[src/rtl/fifo_credit_arbiter.sv]
// Round-robin, credit-gated write scheduler for the variable-burst FIFO.
// Optional FIFO_CREDIT_ARB_ERR_EN adds sticky overflow/protocol error outputs.
module fifo_credit_arbiter #(
    parameter int NREQ     = 4,
    parameter int CAPACITY = 256,
    parameter int CW       = 9
) (
    input  logic                  clk,
    input  logic                  reset_n,
    input  logic [NREQ-1:0]       req_i,
    input  logic [4*NREQ-1:0]     req_size_i,
    input  logic [256*NREQ-1:0]   req_data_i,
    output logic [NREQ-1:0]       gnt_o,
    output logic [255:0]          fifo_data_o,
    output logic [3:0]            fifo_size_o,
    output logic                  fifo_we_o,
    input  logic                  credit_ret_i,
    output logic [CW-1:0]         credits_o,
    output logic                  wait_o
`ifdef FIFO_CREDIT_ARB_ERR_EN
    ,
    output logic                  err_o,
    output logic [1:0]            err_code_o
`endif
);

    localparam int PW = (NREQ > 1) ? $clog2(NREQ) : 1;

    localparam logic [0:0] IDLE        = 1'b0;
    localparam logic [0:0] WAIT_CREDIT = 1'b1;

    logic [0:0]      state_reg, state_next;
    logic [PW-1:0]   ptr_reg;
    logic [PW-1:0]   lock_reg, lock_next;
    logic [CW-1:0]   credits_reg, credits_next;
    logic [NREQ-1:0] gnt_reg, gnt_next;
    logic            we_reg;
    logic [255:0]    data_reg;
    logic [3:0]      size_reg;

    logic [CW-1:0]   need [NREQ];
    logic [255:0]    data_arr [NREQ];
    logic [3:0]      size_arr [NREQ];

    logic [NREQ-1:0] eligible;
    logic            cand_found;
    logic [PW-1:0]   cand_idx;
    logic            issue;
    logic [PW-1:0]   issue_idx;
    logic [CW:0]     credit_sum;

    // Size code 0 encodes a full 16-word burst.
    generate
        for (genvar gi = 0; gi < NREQ; gi++) begin : g_req
            assign size_arr[gi] = req_size_i[4*gi +: 4];
            assign data_arr[gi] = req_data_i[256*gi +: 256];
            assign need[gi]     = (size_arr[gi] == 4'd0) ? CW'(16) : CW'(size_arr[gi]);
        end
    endgenerate

    function automatic logic [PW-1:0] wrap_idx(input logic [PW-1:0] base, input int off);
        int s;
        s = int'(base) + off;
        if (s >= NREQ) s = s - NREQ;
        return PW'(s);
    endfunction

    assign eligible = req_i & ~gnt_reg;

    // Scan from the farthest offset down so the nearest eligible index at/after ptr wins.
    always_comb begin
        cand_found = 1'b0;
        cand_idx   = '0;
        for (int j = NREQ - 1; j >= 0; j--) begin
            if (eligible[wrap_idx(ptr_reg, j)]) begin
                cand_found = 1'b1;
                cand_idx   = wrap_idx(ptr_reg, j);
            end
        end
    end

    always_comb begin
        state_next = state_reg;
        lock_next  = lock_reg;
        issue      = 1'b0;
        issue_idx  = cand_idx;
        case (state_reg)
            IDLE: begin
                if (cand_found) begin
                    if (credits_reg >= need[cand_idx]) begin
                        issue = 1'b1;
                    end else begin
                        lock_next  = cand_idx;
                        state_next = WAIT_CREDIT;
                    end
                end
            end
            WAIT_CREDIT: begin
                issue_idx = lock_reg;
                if (!req_i[lock_reg]) begin
                    state_next = IDLE;
                end else if (credits_reg >= need[lock_reg]) begin
                    issue      = 1'b1;
                    state_next = IDLE;
                end
            end
            default: state_next = IDLE;
        endcase
    end

    assign gnt_next   = issue ? ({{(NREQ-1){1'b0}}, 1'b1} << issue_idx) : '0;
    assign credit_sum = {1'b0, credits_reg}
                      - (issue ? {1'b0, need[issue_idx]} : '0)
                      + {{CW{1'b0}}, credit_ret_i};
    assign credits_next = (credit_sum > (CW+1)'(CAPACITY)) ? CW'(CAPACITY) : credit_sum[CW-1:0];

    always_ff @(posedge clk or negedge reset_n) begin
        if (!reset_n) begin
            state_reg   <= IDLE;
            ptr_reg     <= '0;
            lock_reg    <= '0;
            credits_reg <= CW'(CAPACITY);
            gnt_reg     <= '0;
            we_reg      <= 1'b0;
            data_reg    <= '0;
            size_reg    <= '0;
        end else begin
            state_reg   <= state_next;
            lock_reg    <= lock_next;
            credits_reg <= credits_next;
            gnt_reg     <= gnt_next;
            we_reg      <= issue;
            if (issue) begin
                data_reg <= data_arr[issue_idx];
                size_reg <= size_arr[issue_idx];
                ptr_reg  <= wrap_idx(issue_idx, 1);
            end
        end
    end

    assign gnt_o       = gnt_reg;
    assign fifo_we_o   = we_reg;
    assign fifo_data_o = data_reg;
    assign fifo_size_o = size_reg;
    assign credits_o   = credits_reg;
    assign wait_o      = (state_reg == WAIT_CREDIT);

`ifdef FIFO_CREDIT_ARB_ERR_EN
    logic [NREQ-1:0] pending_reg;
    logic [1:0]      err_code_reg;
    logic            overflow_evt;
    logic            drop_evt;

    // A request is only "pending" outside its own grant cycle, so dropping it after gnt is legal.
    assign overflow_evt = credit_ret_i & ~issue & (credits_reg == CW'(CAPACITY));
    assign drop_evt     = |(pending_reg & ~req_i);

    always_ff @(posedge clk or negedge reset_n) begin
        if (!reset_n) begin
            pending_reg  <= '0;
            err_code_reg <= '0;
        end else begin
            pending_reg  <= req_i & ~gnt_next & ~gnt_reg;
            err_code_reg <= err_code_reg | {drop_evt, overflow_evt};
        end
    end

    assign err_code_o = err_code_reg;
    assign err_o      = |err_code_reg;
`endif

endmodule

[config.mk]
export PLATFORM = sky130hd
export DESIGN_NAME = fifo_credit_arbiter
export DESIGN_NICKNAME = d
export VERILOG_FILES = /design/src/rtl/fifo_credit_arbiter.sv
export SDC_FILE = /design/constraint.sdc
export NUM_CORES = 1
export LEC_CHECK = 0
export BUFFER_PORTS_ARGS = -buffer_cell sky130_fd_sc_hd__buf_4
export CAP_MARGIN = 20
export CORE_AREA = 2 2 512 514
export CTS_CLUSTER_DIAMETER = 200
export DETAILED_ROUTE_END_ITERATION = 7
export DIE_AREA = 0 0 514 516
export GPL_ROUTABILITY_DRIVEN = 0
export PLACE_DENSITY = 0.3
export SLEW_MARGIN = 15
export SYNTH_ARGS = -nofsm -noshare
export SYNTH_HDL_FRONTEND = slang
export SYNTH_SLANG_ARGS = --single-unit
[constraint.sdc]
create_clock -name clk -period 6.6 [get_ports clk]
set_input_delay 1.32 -clock clk [delete_from_list [all_inputs] [get_ports clk]]
set_output_delay 1.32 -clock clk [all_outputs]
set_load 0.01 [all_outputs]
==> qor.yml <==
drv_cap: 0
grt_pass1_wl_mm: 258
p_total_w: 0.0197
num_io_pins: 1322
dr.pass1.iters: 5
async_flop_share_pct: 100
cts.clk_slew.worst_paths_ns: 0.05
fill_cells: 29541
wl_per_cell_um: 30.5
core_area_um2: 259000
first_iter_violations: 1240
synth_cell_types: 66
dieArea_um2: 265000
synth_top_area_share_pct: 31.3
cts_tree: "done"
status: "completed"
fin_area_um2: 37000
cp_common_cell: "buf_4"
grtUsageMet2_pct: 23.8
final.period_utilization_pct: 94.0
synth_top_cell_by_area: "dfrtp_1"
cts_setup_buffers: 0
post_cts_resize_count: 0
synth_flop_cell: "dfrtp_1"
drt_wl_total_mm: 204
min_path_type: "reg2reg"
dpl.cell_count: 6571
syn_inst: 2027
rows: 187
grt_pass1_vias: 24565
area_delta_synth_final_pct: 66.3
crit_arrival_ns: 6.72
fin_cells: 6695
slew-limit-headroom_pct: 30.7
fin_skew_ns: 0.0265
place_area_um2: 35400
clk_latency_ns: 0.65
nets: 4299
cp_slowest_cell: "or4b_2"
synth.avg_cell_area_um2: 11.0
path_cells: "buf_4 > and2b_1 > nor2_1 > nor3_1 > buf_4 > mux2_2 > o21ai_0 > ha_1 > a21oi_1 > o21ai_0 > a311oi_1 > buf_4 > o22a_4 > buf_4 > or2_1 > ha_1 > inv_1 > fa_1 > nor2b_1 > o211a_1 > mux2i_1 > or4b_2 > a31oi_1 > nor3b_1"
finalSetupViolCount: 0
final_cell_mix: "buf_4, dfrtp_1, mux2i_1"
grt_max_degree: 139
cp_slowest_stage_delay_ns: 0.71
grt_util_all_layers_pct: 14.7
powerDensity_nw_per_um2: 531
required_ns: 7.12
syn_area_um2: 22200
initial_core_util_pct: 8.58
largest_reg_flops: 256
max_freq_mhz: 161
cts_sinks: 279
ys_warn_count: 0
cts.path.max_buffers: 3
grt_overflow: 0
synth_fp_nets: 3108
criticalPathCategory: "in2reg"
p_leak_nw: 16.7
rsz0062_at_grt: "false"
layout-drive-gt1-share_pct: 52.9
drc: 0
cts_hold_buffers: 0
grt-busiest-layer: "met2"
ir_worst_vdd_mv: 0.538
start_kind: "primary input"
htreeDepth: 2
numCtsBuffers: 47
dp_slack_ns: -0.303
route.vias.total: 23452
finalCriticalPeriod_ns: 6.20
grt_use_met1_pct: 17.0
use_met3_pct: 7.75
crit_path_end_kind: "register"
die_x_um: 514
io_buffer_count: 1321
path_max_fanout: 6
final_hold_viol_count: 0
hpwl_mm: 172
viasPerCell: 3.50
final_common_cell: "buf_4"
die_height_um: 516
synth_edf_count: 0
ys_ff_latch: 279
antenna_found_initial: 194
ys_seq_area_share_pct: 31.4
netlist_top_cells_area: "dfrtp_1, a221oi_2, mux2i_1, a211oi_1, a21o_1"
fin_ws_ns: 0.396
root_buffer: "clkbuf_16"
seq_area_um2: 6980
final.setup.tns_ns: 0
worst_pin_slew_ns: 1.04
postRouteAntennaNets: 0
multi_input_area_um2: 13500
finalMaxSlewViolations: 0
==> per-stage QoR <==
stage	util, %	hold slack (ns)
after floorplan	-	0.503
after global placement	13.6	0.461
after detailed placement	13.6	0.467
after CTS	14.2	0.480
after global routing	14.2	0.485
final	14.3	0.475
==> worst max-delay path, delay by kind of cell <==
kind | cells | cell delay [ns]
compound gates | 7 | 1.33
fa+ha+maj | 3 | 0.88
buf+inv | 5 | 0.69
mux | 2 | 0.42
simple gates | 7 | 2.09
==> Yosys cell counts, types with 5 or more instances <==
cell      number
dfrtp_1      278
mux2i_1      272
a211oi_1     257
and2_1       257
a21o_1       256
a221oi_2     240
buf_2        119
clkbuf_1      55
buf_6         33
ha_1          33
buf_12        20
inv_1         18
nand2_1       18
a21oi_1       16
a221oi_1      16
nor2_1        14
o21ai_0       12
mux2_2        10
nor2b_1        7
nor3_1         6
buf_4          5
mux4_2         5
==> routing by layer <==
metal	vias up	part of all wire, %
li1	10420	-
met1	11387	39
met2	1197	46
met3	328	12
met4	120	2.1
met5	-	0.38
==> power breakdown <==
| part | internal (W) | total [W] | switching (W) |
|---|---|---|---|
| registers | 0.00270 | 0.00333 | 0.000628 |
| logic | 0.00567 | 0.0137 | 0.00802 |
| clock network | 0.00154 | 0.00265 | 0.00111 |
| total | 0.00991 | 0.0197 | 0.00976 |
==> final cells by class <==
| type | count | share of cell area (%) |
|---|---|---|
| multi-input combinational | 1491 | 36.6 |
| timing repair buffer | 1379 | 28.4 |
| sequential | 279 | 18.9 |
| tap | 3402 | 11.5 |
| clock buffer | 70 | 3.69 |
| clock inverter | 15 | 0.460 |
| antenna | 39 | 0.264 |
| inverter | 20 | 0.203 |
==> path summary, 6_finish.rpt <==
kind                             startpoint          endpoint  slack [ns]  cells past startpoint
max                                req_i[3]      credits_o[0]        0.40                     24
min                        fifo_data_o[207]  fifo_data_o[207]        0.48                      1
max reg2reg                        gnt_o[3]      credits_o[0]        0.62                     23
min reg2reg                fifo_data_o[207]  fifo_data_o[207]        0.48                      1
max in group asynchronous           reset_n   fifo_data_o[17]        4.52                      2
min in group asynchronous           reset_n          gnt_o[1]        0.67                      1
==> cell families (layout without fill, tap and decap cells) <==
| kind of cell | Yosys count | in the layout | synth area share [%] |
|---|---|---|---|
| compound gates | 827 | 827 | 36.0 |
| simple gates | 337 | 337 | 9.30 |
| mux | 287 | 287 | 13.3 |
| flops | 279 | 279 | 31.4 |
| buf+inv | 257 | 1484 | 7.87 |
| fa+ha+maj | 34 | 34 | 1.95 |
| xor+xnor | 6 | 6 | 0.236 |
| other cells | 0 | 39 | 0 |
(Power assumes the default switching activity.)
